**config.mk**
```make
export PLATFORM = sky130hd
export DESIGN_NAME = mem_access_stage
export DESIGN_NICKNAME = d
export VERILOG_FILES = /design/src/rtl/mem_access_stage.sv
export SDC_FILE = /design/constraint.sdc
export NUM_CORES = 1
export LEC_CHECK = 0
export CORE_MARGIN = 2
export CORE_UTILIZATION = 35
export DETAILED_ROUTE_END_ITERATION = 6
export GPL_TIMING_DRIVEN = 0
export PLACE_DENSITY = 0.74
export SYNTH_ARGS = -nofsm -noshare
export SYNTH_HDL_FRONTEND = slang
export SYNTH_SLANG_ARGS = --single-unit
```
**constraint.sdc**
```tcl
create_clock -name clk -period 2.55 [get_ports clk]
set_clock_uncertainty 0.05 [all_clocks]
set_input_delay 0.51 -clock clk [delete_from_list [all_inputs] [get_ports clk]]
set_output_delay 0.51 -clock clk [all_outputs]
set_load 0.005 [all_outputs]
```
**src/rtl/mem_access_stage.sv**
```systemverilog
// MEM stage: data-memory loads/stores over req/gnt + rvalid, MEM/WB register.
// Optional misaligned-access trap enabled by defining MEM_MISALIGN_TRAP_EN.
module mem_access_stage #(
    parameter int DATA_W = 32,
    parameter int CNT_W  = 16
) (
    input  logic              clk,
    input  logic              clrn,
    input  logic              mwreg,
    input  logic              mm2reg,
    input  logic              mwmem,
    input  logic [4:0]        mdestReg,
    input  logic [DATA_W-1:0] mr,
    input  logic [DATA_W-1:0] mqb,
    output logic              stall,
    output logic              dmem_req,
    output logic              dmem_we,
    output logic [DATA_W-1:0] dmem_addr,
    output logic [DATA_W-1:0] dmem_wdata,
    input  logic              dmem_gnt,
    input  logic              dmem_rvalid,
    input  logic [DATA_W-1:0] dmem_rdata,
    output logic              wwreg,
    output logic              wm2reg,
    output logic [4:0]        wdestReg,
    output logic [DATA_W-1:0] wr,
    output logic [DATA_W-1:0] wdo,
    output logic [CNT_W-1:0]  stall_cnt,
    output logic              misalign
);

    typedef enum logic [1:0] {IDLE, REQ, RESP, DONE} state_t;

    state_t            state;
    state_t            state_nxt;
    logic              access;
    logic              is_load;
    logic              mis_now;
    logic              trap;
    logic [DATA_W-1:0] rdata_hold;

    assign access  = mm2reg | mwmem;
    assign is_load = mm2reg;
    assign stall   = access & (state != DONE);
    assign dmem_req = (state == REQ);

`ifdef MEM_MISALIGN_TRAP_EN
    logic mis_pend;
    logic mis_flag;

    assign mis_now  = access & (mr[1:0] != 2'b00);
    assign trap     = (state == DONE) & mis_pend;
    assign misalign = mis_flag;

    // Remember a trapped access until its DONE; sticky flag until reset.
    always_ff @(posedge clk or negedge clrn) begin
        if (!clrn) begin
            mis_pend <= 1'b0;
            mis_flag <= 1'b0;
        end else begin
            if (state == IDLE && access)
                mis_pend <= mis_now;
            if (trap)
                mis_flag <= 1'b1;
        end
    end
`else
    assign mis_now  = 1'b0;
    assign trap     = 1'b0;
    assign misalign = 1'b0;
`endif

    // State register.
    always_ff @(posedge clk or negedge clrn) begin
        if (!clrn)
            state <= IDLE;
        else
            state <= state_nxt;
    end

    // Next-state logic for the access handshake.
    always_comb begin
        state_nxt = state;
        unique case (state)
            IDLE: if (access)      state_nxt = mis_now ? DONE : REQ;
            REQ:  if (dmem_gnt)    state_nxt = is_load ? RESP : DONE;
            RESP: if (dmem_rvalid) state_nxt = DONE;
            DONE:                  state_nxt = IDLE;
            default:               state_nxt = IDLE;
        endcase
    end

    // Capture the request on entry and the load data on response.
    always_ff @(posedge clk or negedge clrn) begin
        if (!clrn) begin
            dmem_we    <= 1'b0;
            dmem_addr  <= '0;
            dmem_wdata <= '0;
            rdata_hold <= '0;
        end else begin
            if (state == IDLE && access) begin
                dmem_we    <= mwmem & ~mm2reg;
                dmem_addr  <= {mr[DATA_W-1:2], 2'b00};
                dmem_wdata <= mqb;
            end
            if (state == RESP && dmem_rvalid)
                rdata_hold <= dmem_rdata;
        end
    end

    // MEM/WB register: bubble while stalled, else take the instruction.
    always_ff @(posedge clk or negedge clrn) begin
        if (!clrn) begin
            wwreg    <= 1'b0;
            wm2reg   <= 1'b0;
            wdestReg <= '0;
            wr       <= '0;
            wdo      <= '0;
        end else if (stall) begin
            wwreg  <= 1'b0;
            wm2reg <= 1'b0;
        end else begin
            wwreg    <= mwreg & ~trap;
            wm2reg   <= mm2reg & ~trap;
            wdestReg <= mdestReg;
            wr       <= mr;
            wdo      <= (state == DONE && is_load && !trap) ? rdata_hold : '0;
        end
    end

    // Saturating count of stalled cycles.
    always_ff @(posedge clk or negedge clrn) begin
        if (!clrn)
            stall_cnt <= '0;
        else if (stall && stall_cnt != {CNT_W{1'b1}})
            stall_cnt <= stall_cnt + CNT_W'(1);
    end

endmodule

```
# Word-level counts from Yosys, hierarchy flattened
# Index checks and enable logic that the tools add are counted.
dict set report word_totals {
  reg_bits 184
  out_inout_bits 155
}
dict set report op_classes {
  add_sub_neg 1
  eq_ne 8
  muxes 8
  bitwise_logic 4
  reduce_logical 6
}
# operator n
set op_table {}
lappend op_table {{32-bit two-way mux} 1}
lappend op_table {{16-bit by 1-bit adder with 16-bit output, second input constant} 1}
lappend op_table {{16-bit != test, second input constant} 1}
lappend op_table {{2-bit case mux with 4 select lines} 1}
lappend op_table {{2-bit two-way mux} 3}
lappend op_table {{2-bit != test, second input constant} 3}
lappend op_table {{2-bit == test, second input constant} 2}
lappend op_table {{1-bit logical AND} 4}
lappend op_table {{1-bit two-way mux} 3}
lappend op_table {{3-bit AND reduction} 1}
lappend op_table {{1-bit bitwise AND} 2}
lappend op_table {{2-bit by 1-bit == test with 1-bit output, second input constant} 1}
lappend op_table {{2-bit zero test} 1}
lappend op_table {{2-bit by 1-bit != test with 1-bit output, second input constant} 1}
lappend op_table {{1-bit NOT} 1}
lappend op_table {{1-bit bitwise OR} 1}

# Depth between registers and ports, before layout
# Gate-level depths: netlist (run 1).
dict set report depth {
  word_depth 3
  mapped_depth 8
  ltp_nobuf 6
}

# Worst setup path after synthesis (run 1)
# No wires, ideal clock.
dict set report synth_timing {
  path_type {reg-to-output}
  start {register state[0]}
  end {output stall}
  t_arrival_ns 1.427
  t_required_ns 1.990
  path_slack_ns 0.563
  stages_incl_launch_ff 7
  path_buffers 3
  cell_sequence {dfrtp_1 ha_1 buf_2 o21bai_4 inv_2 buf_2 buf_1}
}
dict set report synth_between {
  elab_chain_len 2
}
# item line
set synth_rtl {}
lappend synth_rtl {{start: declaration} 34} ;# state_t state;
lappend synth_rtl {{start signal: assignment} 78} ;# state <= state_nxt;
lappend synth_rtl {{2-bit != test} 44} ;# assign stall = access & (state != DONE);
lappend synth_rtl {{1-bit bitwise AND} 44}
lappend synth_rtl {{end: declaration} 15} ;# output logic stall,
# No other way between the ends.

# Worst setup path after layout (run 1)
dict set report layout_timing {
  start {input mwmem}
  end {output stall}
}
dict set report layout_between {
  elab_chain_len 2
}
# item line
set layout_rtl {}
lappend layout_rtl {{start: declaration} 11} ;# input logic mwmem,
lappend layout_rtl {{1-bit bitwise OR} 42} ;# assign access = mm2reg | mwmem;
lappend layout_rtl {{1-bit bitwise AND} 44}
# No other way between the ends.

==> results of run 1 <==
[worst max-delay path: stages]
cell             delay, ns
clkdlybuf4s50_1       0.62
o21bai_4              0.10
inv_2                 0.09
buf_12                0.11
clkdlybuf4s50_1       0.50
[sequential cells by signal (all words and copies together) (netlist names)]
| register | count |
|---|---|
| wr | 32 |
| dmem_addr | 30 |
| dmem_wdata | 32 |
| wm2reg | 1 |
| state | 2 |
| wwreg | 1 |
| stall_cnt | 16 |
| dmem_we | 1 |
| wdestReg | 5 |
| wdo | 32 |
| rdata_hold | 32 |
[synth_stat cells, types with 2 or more instances]
cell / number / area share, %
nand2_1: 179 / 9.3
a21oi_1: 6 / 0.42
a31oi_1: 2 / 0.17
mux2_2: 87 / 14
dfrtp_1: 184 / 64
nor2_1: 6 / 0.31
nand3_1: 38 / 2.6
o21ai_1: 2 / 0.14
buf_2: 13 / 0.90
and2_1: 3 / 0.26
and3_1: 4 / 0.35
xnor2_1: 3 / 0.36
nor2b_1: 2 / 0.17
buf_4: 3 / 0.31
nor3_1: 4 / 0.28
clkbuf_1: 11 / 0.57
buf_1: 5 / 0.26
o31ai_1: 2 / 0.21
nand4_1: 6 / 0.52
inv_1: 4 / 0.21
xor2_1: 7 / 0.85
mux2_1: 9 / 1.4
ha_1: 6 / 1.0
[kinds of logic after synthesis]
kind of cell / count (synthesis)
simple gates: 249
flops: 184
mux: 97
buf+inv: 37
compound gates: 16
xor+xnor: 10
fa+ha+maj: 6
other cells: 1
[metrics by stage]
stage	power (uW)	utilization (%)
3_3_place_gp	10310	50.17
4_1_cts	13210	53.42
3_5_place_dp	10450	50.33
2_1_floorplan	7224	-
6_report	13030	53.51
5_1_grt	13900	53.51
[power by group through the flow]
stage | clock network (uW) | logic (uW) | registers, uW
final | 2620 | 5330 | 5080
after global routing | 2840 | 5800 | 5260
after CTS | 2710 | 5420 | 5080
after detailed placement | 0 | 5320 | 5140
after global placement | 0 | 5210 | 5100
after floorplan | 0 | 2080 | 5140
[routing by layer]
layer | wire length [um] | vias up
met5 | 0 | -
met2 | 9310 | 149
met4 | 210 | 0
li1 | - | 2565
met1 | 7832 | 2620
met3 | 1222 | 14
[layout make-up]
type	instances	share of cell area, %
flip-flops and latches	184	42.53
repair buffers	265	24.59
multi-input cells	381	22.74
clock buffers	17	3.929
well taps	270	3.120
clock inverters	15	1.491
plain buffers	30	1.421
inverters	5	0.1734
[final timing paths]
path,from,endpoint,slack (ns)
min in group clk,wr[9]$_DFFE_PN0N_,wr[9]$_DFFE_PN0N_,0.42
worst max-delay path,mwmem,stall,0.05
worst min register to register,wr[9]$_DFFE_PN0N_,wr[9]$_DFFE_PN0N_,0.42
worst max register to register,state[0]$_DFFE_PN0P_,dmem_addr[8]$_DFFE_PN0P_,0.45
max in group asynchronous,clrn,dmem_addr[26]$_DFFE_PN0P_,1.54
worst min-delay path,clrn,rdata_hold[10]$_DFFE_PN0P_,0.02
[what timing repair did]
item                                    in CTS  in global routing
hold buffers                                 0                  0
buffers inserted                             4                  1
resized for setup                            5                  1
endpoints found under the setup margin       1                  1
==> results.json, run 1 <==
{
  "p_clk_share_pct": 20.1,
  "setup_viol": 0,
  "first_global_vias": 5422,
  "hold_slack_ns": 0.01575,
  "num-nets-final": 998,
  "fin_tns_setup_ns": 0,
  "die_h_um": 147.6,
  "yosysWarnings": 0,
  "synth_edf_count": 0,
  "fin_crit_sh_pct": 98.03,
  "clock_latency_ns": 0.42,
  "synth_top_family_by_area": "multiplexers",
  "rows": 52,
  "maxCapViolations": 0,
  "grt_first_pass_wirelength_um": 29440,
  "worstMarginPinSlew_ns": 0.7213,
  "core-area_um2": 20230,
  "clkTransAtPathRegs_ns": 0.07,
  "final_cells": 1167,
  "seq_power_share_pct": 39.0,
  "drc": 0,
  "drt_iter0_markers": 253,
  "antenna_found_initial": 0,
  "synthSimpleGateAreaFrac_pct": 14.87,
  "p_leak_uw": 0.004896,
  "hold_path_class": "in2async",
  "grtUsageMet2_pct": 29.07,
  "seq_area_frac_synth_pct": 63.83,
  "vdd_ir_drop_max_v": 0.0005067,
  "drtPass1Iterations": 4,
  "hold_violations": 0,
  "start_util_pct": 35.65,
  "synthAdderAreaFrac_pct": 1.041,
  "synth.distinct_cells": 37,
  "grt_use_met3_pct": 4.938,
  "grt_use_met1_pct": 21.73,
  "wl_per_cell_um": 15.92,
  "layout-drive-gt1-share_pct": 16.50,
  "powerDensity_nw_per_um2": 1203,
  "seqCellArea_um2": 4604,
  "required_ns": 1.99,
  "dpl_cell_area_um2": 10180,
  "min_period_ns": 2.500,
  "cp.arrival_ns": 1.94,
  "hpwl_um": 13400,
  "grt_max_degree": 95,
  "max_freq_mhz": 400.1,
  "avgSynthCellArea_um2": 12.02,
  "crit_fanout": 4,
  "root_buffer": "clkbuf_16",
  "grt-busiest-layer": "met2",
  "layout_common_cells": "clkdlybuf4s50_1, dfrtp_1, nand2_1",
  "grt_overflow_total": 0,
  "cts_buffer_depth": 2,
  "syn_inst": 600,
  "synth_compound_area_share_pct": 1.561,
  "synthMuxAreaShare_pct": 15.13,
  "num_vias": 5348,
  "synth_xor_xnor_area_share_pct": 1.214,
  "grt_usage_pct": 17.18,
  "syn_to_final_growth_pct": 50.09,
  "dpl.cell_count": 1132,
  "cts_made_buffers": 17,
  "place_congestion": 0.7681,
  "slew_headroom_pct": 51.91,
  "avgViaCountPerCell": 4.583,
  "wl_um": 18580,
  "synth_flop_cell": "dfrtp_1",
  "die_area_um2": 21770,
  "worstSetupPathType": "in2out",
  "async_flop_share_pct": 100.0,
  "synth_area_um2": 7213,
  "cts_tree": "built",
  "cts_sinks": 184,
  "synth-seq-cells": 184,
  "switching_share_pct": 31.06,
  "fin_ws_ns": 0.05032,
  "dp_slack_ns": -0.6976,
  "fp.dieW_um": 147.6,
  "final_common_cell": "clkdlybuf4s50_1",
  "p_comb_share_pct": 40.9,
  "num_antenna_cells": 0,
  "outcome": "completed",
  "multiInputGateArea_um2": 2462,
  "final_area_um2": 10830,
  "slew_viol_final": 0,
  "ant_nets": 0,
  "htreeDepth": 4,
  "cp-end-kind": "primary output",
  "nFillCells": 1795,
  "portBuffers": 259,
  "switching_power_uw": 4045,
  "io_pins": 263,
  "p_int_uw": 8981,
  "startpoint_type": "primary input",
  "worstRegToRegCells": 6
}
Note: power is estimated with default switching activity, not from simulation.
==> inputs of run 2 (changes only) <==
--- a/config.mk
+++ b/config.mk
@@ -9,7 +9,7 @@
 export CORE_UTILIZATION = 35
 export DETAILED_ROUTE_END_ITERATION = 6
 export GPL_TIMING_DRIVEN = 0
-export PLACE_DENSITY = 0.74
+export PLACE_DENSITY = 0.65
 export SYNTH_ARGS = -nofsm -noshare
 export SYNTH_HDL_FRONTEND = slang
 export SYNTH_SLANG_ARGS = --single-unit
==> run 2 against run 1 <==
  * First-iteration DRC count decreased by 26%
  * Core utilization increased by 0.14 points
  * Final cell count decreased by 0.17%
  * Flip-flop and latch count unchanged
  * Combinational power about the same
  * Clock power increased by 7%
  * Via count decreased by 1.6%
  * Critical path depth unchanged
  * Register-to-register slack improved by 0.04 ns
  * Sequential power about the same
  * Wire length increased by 0.34%
  * Clock-buffer cell count increased by 1
  * Highest routed layer unchanged
==> results.json, run 2 (synthesis results as in run 1) <==
{
  "outcome": "completed",
  "dpl.cell_count": 1132,
  "setup_viol": 0,
  "avgViaCountPerCell": 4.518,
  "die_h_um": 147.6,
  "ant_nets": 0,
  "layout-drive-gt1-share_pct": 16.20,
  "dp_slack_ns": -0.7107,
  "p_comb_share_pct": 40.3,
  "cts_tree": "built",
  "wl_per_cell_um": 16.00,
  "rr_startpoint": "state[0]$_DFFE_PN0P_",
  "first_global_vias": 5367,
  "final_cells": 1165,
  "worstMarginPinSlew_ns": 0.7153,
  "num_antenna_cells": 0,
  "vdd_ir_drop_max_v": 0.0006643,
  "fin_ws_ns": 0.05113,
  "seq_power_share_pct": 38.4,
  "clkTransAtPathRegs_ns": 0.07,
  "cts_made_buffers": 17,
  "grt_usage_pct": 17.28,
  "drt_iter0_markers": 187,
  "cts_sinks": 184,
  "htreeDepth": 4,
  "root_buffer": "clkbuf_16",
  "fin_crit_sh_pct": 97.99,
  "wl_met1_um": 8214,
  "portBuffers": 259,
  "crit_fanout": 4,
  "reg2reg_to": "rdata_hold[23]$_DFFE_PN0P_",
  "worstSetupPathType": "in2out",
  "required_ns": 1.99,
  "max_freq_mhz": 400.2,
  "final_common_cell": "clkdlybuf4s50_1",
  "cp-end-kind": "primary output",
  "grt_first_pass_wirelength_um": 29510,
  "rsz0062_at_grt": "no",
  "core-area_um2": 20230,
  "cts_buffer_depth": 2,
  "finish.utilization_pct": 53.64,
  "hpwl_um": 13330,
  "syn_to_final_growth_pct": 50.48,
  "switching_share_pct": 29.90,
  "cp.arrival_ns": 1.94,
  "p_clk_share_pct": 21.3,
  "switching_power_uw": 3941,
  "worstRegToRegCells": 6,
  "maxCapViolations": 0,
  "grt_overflow_total": 0,
  "slew_viol_final": 0,
  "num-nets-final": 997,
  "final_area_um2": 10850,
  "wl_um": 18640,
  "place_congestion": 0.7687,
  "startpoint_type": "primary input",
  "p_leak_uw": 0.004912,
  "r2r_slack_ns": 0.49,
  "num_vias": 5263,
  "hold_path_class": "in2async",
  "met3WireLength_um": 1217,
  "dpl_cell_area_um2": 10180,
  "p_int_uw": 9238,
  "postCtsHoldBufs": 0,
  "die_area_um2": 21770,
  "rows": 52,
  "drc": 0,
  "io_pins": 263,
  "min_period_ns": 2.499,
  "drtPass1Iterations": 4,
  "routed.top_layer": "met4",
  "routed-wl-met2_um": 8963,
  "grt_max_degree": 94,
  "start_util_pct": 35.65,
  "fp.dieW_um": 147.6,
  "clock_latency_ns": 0.42,
  "antenna_found_initial": 0,
  "hold_violations": 0,
  "slew_headroom_pct": 52.31,
  "layout_common_cells": "clkdlybuf4s50_1, dfrtp_1, nand2_1",
  "powerDensity_nw_per_um2": 1214
}
-- run 2: cell count changes in the layout (fill, tap and decap cells not counted), sizes merged --
| cell | previous run | this run |
|---|---|---|
| clkbuf | 28 | 29 |
| bufinv | 1 | 4 |
| buf | 26 | 25 |
| clkinv | 6 | 4 |
| inv | 11 | 9 |
| clkinvlp | 2 | 1 |
-- run 2: area by class of cell --
type                       count  area (um2)
multi-input combinational    381        2462
buffer                        30       153.9
fill                        1780        9380
inverter                       5       18.77
clock inverter                13       192.7
sequential                   184        4604
tap                          270       337.8
timing repair buffer         264        2655
clock buffer                  18       429.2
-- run 2: power groups by stage --
stage                     clock, uW  sequential, uW  combinational [uW]
after CTS                      2910            5070                5420
after detailed placement          0            5120                5330
after floorplan                   0            5140                2080
after global routing           3030            5240                5820
after global placement            0            5090                5260
final                          2800            5060                5310
-- run 2: worst max path at each step --
stage / startpoint / end
global route: state[0]$_DFFE_PN0P_ / stall
finish: mwmem / stall
CTS: state[0]$_DFFE_PN0P_ / stall
floorplan: state[0]$_DFFE_PN0P_ / stall
detailed placement: mwmem / stall
global placement: clrn / dmem_wdata[12]$_DFFE_PN0P_
-- run 2: repair_timing --
item                       4_1_cts  5_1_grt
pin swaps                        0        1
gates cloned                     0        0
setup buffers                    4        0
setup endpoints to repair        1        1
gates resized for setup          5        1
-- run 2: layer usage --
metal	up-vias	global-route usage (%)
li1	2559	-
met1	2530	22.16
met2	158	28.53
met3	16	5.278
met4	0	4.712
met5	-	0
-- run 2: worst max-delay path, stage by stage --
cell and delay [ns]:
clkdlybuf4s50_1 0.63, o21bai_4 0.11, inv_2 0.09, buf_12 0.10
clkdlybuf4s50_1 0.50
-- run 2: per-stage QoR --
step           TNS [ns]  hold WS [ns]  power [uW]
2_1_floorplan         0        0.1644        7224
6_report              0       0.04957       13180
3_3_place_gp   -1309.15        0.3994       10350
3_5_place_dp     -4.156        0.4041       10450
4_1_cts               0       0.07341       13400
5_1_grt               0       0.08303       14090
